<file path="src/rtl/accum_exp_pipe.sv">
// Expected-value delay line: LAT register stages, each carrying its own valid bit,
// so an expectation emerges exactly when the accumulator result it predicts does.
module accum_exp_pipe #(
  parameter int LAT = 1,
  parameter int DW  = 33
) (
  input  logic          clk_0,
  input  logic          rstn_0,
  input  logic          in_vld,
  input  logic [DW-1:0] in_data,
  output logic          out_vld,
  output logic [DW-1:0] out_data
);

  logic [LAT:1]         vld_pipe;
  logic [LAT:1][DW-1:0] dat_pipe;

  // Shift valid and data one stage per cycle; stage 1 takes the new expectation.
  always_ff @(posedge clk_0 or negedge rstn_0) begin
    if (!rstn_0) begin
      vld_pipe <= '0;
      dat_pipe <= '0;
    end else begin
      vld_pipe[1] <= in_vld;
      dat_pipe[1] <= in_data;
      for (int i = 2; i <= LAT; i++) begin
        vld_pipe[i] <= vld_pipe[i-1];
        dat_pipe[i] <= dat_pipe[i-1];
      end
    end
  end

  assign out_vld  = vld_pipe[LAT];
  assign out_data = dat_pipe[LAT];

endmodule

</file>
<file path="config.mk">
export PLATFORM = sky130hd
export DESIGN_NAME = accum_exp_pipe
export DESIGN_NICKNAME = d
export VERILOG_FILES = /design/src/rtl/accum_exp_pipe.sv
export SDC_FILE = /design/constraint.sdc
export NUM_CORES = 1
export LEC_CHECK = 0
export CAP_MARGIN = 20
export CORE_AREA = 2 2 56 58
export CTS_BUF_LIST = sky130_fd_sc_hd__clkbuf_4 sky130_fd_sc_hd__clkbuf_8 sky130_fd_sc_hd__clkbuf_16
export DETAILED_ROUTE_END_ITERATION = 10
export DIE_AREA = 0 0 58 60
export PLACE_DENSITY = 0.72
export SYNTH_ARGS = -nofsm -noshare
export SYNTH_HDL_FRONTEND = slang
export SYNTH_SLANG_ARGS = --single-unit
</file>
<file path="constraint.sdc">
create_clock -name clk_0 -period 0.8 [get_ports clk_0]
set_input_delay 0.12 -clock clk_0 [delete_from_list [all_inputs] [get_ports clk_0]]
set_output_delay 0.12 -clock clk_0 [all_outputs]
set_load 0.05 [all_outputs]
</file>
# After elaboration in Yosys (flattened, before gate mapping)
# Index checks and enable logic that the tools add are counted.
dict set report op_classes {
  n_addsub 0
  multipliers 0
  n_div 0
  n_lt_le_gt_ge 0
  eq_ne 0
  n_shift 0
  muxes 0
  n_bitwise 0
  n_reduce_logical 0
}
dict set report word_totals {
  reg_bits 34
  latchBits 0
  ramBits 0
  rom_bits 0
  wordCells 2
  memories 0
}

# Logic depth before layout (Yosys ltp)
# Gate-level depths: netlist of the first run.
dict set report depth {
  word_depth 0
  mapped_depth 0
  mapped_depth_nobuf 0
}

# Worst setup path after synthesis of the first run
# Ideal clock, no wire load.
dict set report synth_path {
  path_kind {register to output}
  startpoint {register dat_pipe (netlist bit out_data[0])}
  endpoint {output out_data[0]}
  t_arrival_ns 0.586
  setup_slack_ns 0.094
  stages_incl_launch_ff 1
  cell_sequence {dfrtp_1}
}
# element line_no
set synth_lines {}
lappend synth_lines {{start: declaration} 16} ;# logic [LAT:1][DW-1:0] dat_pipe;
lappend synth_lines {{start signal: indexed assignment} 28} ;# dat_pipe[i] <= dat_pipe[i-1];
lappend synth_lines {{end: declaration} 12} ;# output logic [DW-1:0] out_data
# No word-level cell between the ends.

# Worst setup path after layout of the first run
dict set report layout_path {
  startpoint {register dat_pipe (netlist bit out_data[9])}
  endpoint {output out_data[9]}
}
# No word-level cell between the ends.

==> reports/qor.yml, run 1 <==
status:
  run_status: "finished, violations left"
  failed_checks: "setup timing"
clock_tree:
  cts-htree-levels: 2
  cts.sinks: 34
  root_buffer: "clkbuf_4"
  post_cts_resized: 0
  path_clk_slew_ps: 100
  cts_buffer_depth: 2
  cts_tree: "done"
  hold_buffers: 0
  cts_made_buffers: 5
  cts_setup_buffers: 0
worst_hold_path:
  worstHoldPathType: "input pin to asynchronous set/reset pin"
critical_path:
  critPathLaunch: "out_data[9]$_DFF_PN0_"
  worstPathRequired_ps: 680
  crit_buf_inv: 1
  crit_cells: 1
  cp_max_fo: 1
  path_delay_family: "flip-flops"
  path_class: "flop to output port"
  worstPathArrival_ps: 890
  end_kind: "output port"
  crit_slowest_cell: "dfrtp_1"
  critPathLaunchType: "flop"
  slowest_delay_ps: 420
  crit_chain: "buf_12"
yosys:
  synth_seq_cells: 34
  synth_cell_type_count: 1
  postSynthCellCount: 34
  synth_nets: 70
  synth_area_per_cell_sq_um: 25.0
  synth.cell_area_sq_um: 851
  ys_seq_area_frac: 1.00
  yosys_warnings: 0
layout:
  drive_above_1_share: 0.378
  area_delta_synth_final_pct: 135
  multi_input_gates: 0
  final_cell_mix: "clkdlybuf4s50_1, buf_12, dfrtp_1"
  fillCellCount: 206
  multiInputGateArea_sq_um: 0
  fin_cells: 144
  fin_nets: 147
  n_antenna_cell: 0
placed_design:
  routabilityCongestion: 0.651
  preCtsSetupSlack_ps: 120
  hpwl_microns: 1490
  dp.cells: 137
  numPortBuffers: 69
power_and_ir_drop:
  pwr-share-comb: 0.245
  p_int_mw: 2.69
  sequentialPowerShare: 0.515
  p_sw_mw: 0.957
  clkPwrFrac: 0.240
  powerDensity_nw_per_um2: 1830
  ir_drop_mv: 1.25
  swShare: 0.262
  leakage_nw: 0.894
die:
  ios: 70
  design.die.area_sq_um: 3480
  die_h_microns: 60
  die_x_microns: 58
  initial_core_util: 0.293
  core_area_sq_um: 2900
  rows: 20
job:
  cap_violations: 0
grt:
  track_usage: 0.125
  grt_max_degree: 35
  grt_pass1_vias: 609
  antenna_found_initial: 0
  grt_first_pass_wirelength_microns: 2970
  overflow: 0
detailed_routing:
  drc_errors: 0
  vias_per_cell: 4.00
  drt_iter0_drc: 12
  drtAntennaViolNets: 0
  first_pass_iters: 2
  routedWlPerCell_microns: 13.2
  drt_wl_total_microns: 1900
  vias: 576
timing:
  fmax_mhz: 994
  min_period_ps: 1010
  drv_slew: 0
  final.setup.tns_ps: -6420
  hold_viol: 0
  tightestPinTransition_ps: 180
  setup_viol: 34
  rsz0062_at_grt: "yes"
  relSlewSlack: 0.880
  setup_ws_ps: -206
  fin_crit_sh: 1.26
cell usage after synthesis (all sizes together):
master  number  area (sq um)
dfrtp       34           851
logic make-up (layout without fill, tap and decap cells):
group    count (synthesis)  after routing  synth area share
buf+inv                  0             77                 0
flops                   34             34              1.00
registers in the layout, summed over array words and instances (netlist names):
name / flops
out_data: 33
out_vld: 1
metal layers:
| metal | vias up | part of all wire | track usage |
|---|---|---|---|
| li1 | 257 | - | - |
| met1 | 273 | 0.31 | 0.118 |
| met2 | 42 | 0.55 | 0.209 |
| met3 | 4 | 0.12 | 0.0693 |
| met4 | 0 | 0.017 | 0.0797 |
| met5 | - | 0 | 0 |
final cells by class:
| type | count | area, sq um | share of cell area |
|---|---|---|---|
| sequential | 34 | 851 | 0.426 |
| clock buffer | 7 | 52.6 | 0.0263 |
| timing repair buffer | 70 | 1050 | 0.527 |
| tap | 33 | 41.3 | 0.0207 |
worst paths after layout:
| path | end |
|---|---|
| setup / recovery | out_data[9] |
| hold / removal | out_data[26]$_DFF_PN0_ |
| max in group asynchronous | out_data[23]$_DFF_PN0_ |
| min in group clk_0 | out_data[5]$_DFF_PN0_ |
power by group through the flow:
stage | Clock, mW | Combinational (mW) | Sequential (mW)
CTS | 0.926 | 0.907 | 1.88
global route | 1.00 | 0.928 | 1.89
global placement | 0 | 0.896 | 1.91
floorplan | 0 | 0 | 2.18
detailed placement | 0 | 0.906 | 1.92
finish | 0.875 | 0.896 | 1.88
per-stage QoR:
step / hold WS, ps / cell area [sq um] / utilization / total power [mW]
6_report: 171 / 2000 / 0.688 / 3.65
5_1_grt: 178 / 2000 / 0.688 / 3.82
4_1_cts: 165 / 2000 / 0.688 / 3.72
3_5_place_dp: 505 / 1940 / 0.669 / 2.82
3_3_place_gp: 507 / 1940 / 0.669 / 2.81
2_1_floorplan: -176 / 851 / - / 2.18
Power figures use the tool's default switching activity.
==> run 2: changes to the inputs <==
- HOLD_SLACK_MARGIN: unset -> 0.06
- PLACE_DENSITY: 0.72 -> unset
- PLACE_DENSITY_LB_ADDON: unset -> 0.15
==> run 2 against run 1 <==
  * The flow still finishes with violations (setup timing)
  * Worst hold slack improved by 62 ps
  * Clock-buffer cell count unchanged
  * Sequential cell count unchanged
  * Sequential power about the same
  * Fmax about the same
  * Combinational power about the same
  * Critical path depth unchanged
  * Sequential share of layout area decreased by 0.11 points
  * Routed wire length increased by 1.2%
  * Via count increased by 1.7%
  * Die area unchanged
  * Non-clock buffer count increased by 1
  * Highest routed layer unchanged
==> reports/qor.yml, run 2 (synthesis gave the netlist of run 1 again) <==
grt:
  antenna_found_initial: 0  # unchanged
  grt_pass1_vias: 638  # +4.8%
  grt_first_pass_wirelength_microns: 2990  # +0.67%
  track_usage: 0.128  # +0.00320
  grt_max_degree: 35  # unchanged
  overflow: 0  # unchanged
status:
  failed_checks: "setup timing"
  run_status: "finished, violations left"
power_and_ir_drop:
  powerDensity_nw_per_um2: 1830  # +0.22%
  ir_drop_mv: 1.61  # +29%
  p_total_mw: 3.67  # +0.47%
  leakage_nw: 0.899  # +0.49%
detailed_routing:
  vias_per_cell: 4.04  # +1.0%
  drt_iter0_drc: 3  # -9
  drtAntennaViolNets: 0  # unchanged
  drt_wl_total_microns: 1920  # +1.2%
  route.met2.wl_microns: 1070  # +2.8%
  vias: 586  # +1.7%
  drc_errors: 0  # unchanged
  met3_length_microns: 194  # -15%
  routedWlPerCell_microns: 13.2  # +0.46%
  top_layer_used: "met4"
  drt-met1-wl_microns: 640  # +7.6%
  first_pass_iters: 2  # unchanged
clock_tree:
  cts_setup_buffers: 0  # unchanged
  cts_tree: "done"
  cts_made_buffers: 5  # unchanged
  cts.sinks: 34  # unchanged
  root_buffer: "clkbuf_4"
  post_cts_resized: 0  # unchanged
  path_clk_slew_ps: 90  # about the same
  cts_buffer_depth: 2  # unchanged
  cts-htree-levels: 2  # unchanged
critical_path:
  critPathLaunchType: "flop"
  end_kind: "output port"
  crit_buf_inv: 1  # unchanged
  crit_slowest_cell: "dfrtp_1"
  worstPathRequired_ps: 680  # about the same
  cp_max_fo: 1  # unchanged
  crit_chain: "buf_12"
  worstPathArrival_ps: 890  # about the same
  path_delay_family: "flip-flops"
  path_class: "flop to output port"
  slowest_delay_ps: 410  # about the same
layout:
  drive_above_1_share: 0.384  # +0.00555
  area_delta_synth_final_pct: 135
  fin_nets: 148  # +0.68%
  final_common_cell: "buf_12"
  post-route-util: 0.689  # +0.00172
  multiInputGateArea_sq_um: 0  # unchanged
  fillCellCount: 205  # -0.49%
  final_cell_mix: "buf_12, clkdlybuf4s50_1, dfrtp_1"
  n_antenna_cell: 0  # unchanged
  largest_register_ffs: 33  # unchanged
  seqCellArea_sq_um: 851  # unchanged
  multi_input_gates: 0  # unchanged
  fin_cells: 145  # +0.69%
job:
  cap_violations: 0  # unchanged
die:
  design.die.area_sq_um: 3480  # unchanged
  ios: 70  # unchanged
  initial_core_util: 0.293  # unchanged
  rows: 20  # unchanged
  core_area_sq_um: 2900  # unchanged
  die_x_microns: 58  # unchanged
  die_h_microns: 60  # unchanged
timing:
  drv_slew: 0  # unchanged
  setup_ws_ps: -207  # -0.891 ps
  hold_viol: 0  # unchanged
  setup_viol: 34  # unchanged
  tightestPinTransition_ps: 175  # -4.98 ps
  fin_crit_sh: 1.26  # about the same
  rsz0062_at_grt: "yes"
  final.setup.tns_ps: -6660  # -239 ps
  min_period_ps: 1010  # +0.891 ps
  fmax_mhz: 993  # about the same
  relSlewSlack: 0.884  # +0.00332
worst_hold_path:
  min-delay-start: "in_data[4]"
  hold-path-endpoint: "out_data[4]$_DFF_PN0_"
  whs_path_depth: 1
  worstHoldPathType: "input pin to flop"
placed_design:
  routabilityCongestion: 0.656  # +0.78%
  numPortBuffers: 69  # unchanged
  dp.cells: 137  # unchanged
==> run 2: cell types whose count changed in the layout (fill, tap and decap cells not counted), sizes merged <==
cell / previous run / this run
dlygate4sd3: 0 / 1
clkbuf: 7 / 8
clkdlybuf4s50: 35 / 34
==> run 2: worst max path at each step <==
stage                            from                      to  depth (start not counted)
2_1_floorplan   out_data[0]$_DFF_PN0_             out_data[0]                          0
3_3_place_gp    out_data[4]$_DFF_PN0_             out_data[4]                          1
3_5_place_dp              in_data[17]  out_data[17]$_DFF_PN0_                          1
4_1_cts        out_data[30]$_DFF_PN0_            out_data[30]                          1
5_1_grt        out_data[19]$_DFF_PN0_            out_data[19]                          1
6_report       out_data[30]$_DFF_PN0_            out_data[30]                          1
==> run 2: repair_timing <==
action,CTS,global route
hold buffers,1,0
endpoints found under the hold margin,34,0
pin swaps,0,0
endpoints found under the setup margin,34,34
==> run 2: final cells by class <==
type                    count  area share
repair buffers             71       0.528
flip-flops and latches     34       0.425
clock buffers               7      0.0263
well taps                  33      0.0206
==> run 2: power by group <==
| part | switching (mW) | internal [mW] | leakage [nW] |
|---|---|---|---|
| Sequential | 0.0732 | 1.81 | 0.396 |
| Clock | 0.493 | 0.399 | 0.0322 |
| Combinational | 0.408 | 0.490 | 0.470 |
==> run 2: per-stage QoR <==
| step | hold slack, ps | area (sq um) | worst slack (ps) |
|---|---|---|---|
| 2_1_floorplan | -176 | 851 | 94.1 |
| 3_3_place_gp | 95.0 | 1940 | 147 |
| 3_5_place_dp | 94.3 | 1940 | 134 |
| 4_1_cts | 207 | 2000 | -234 |
| 5_1_grt | 186 | 2000 | -271 |
| 6_report | 233 | 2000 | -207 |
==> run 2: per-layer routing <==
layer | global-route usage | vias up
met2 | 0.208 | 40
met3 | 0.0779 | 2
met1 | 0.132 | 285
met4 | 0.0598 | 0
li1 | - | 259
met5 | 0 | -
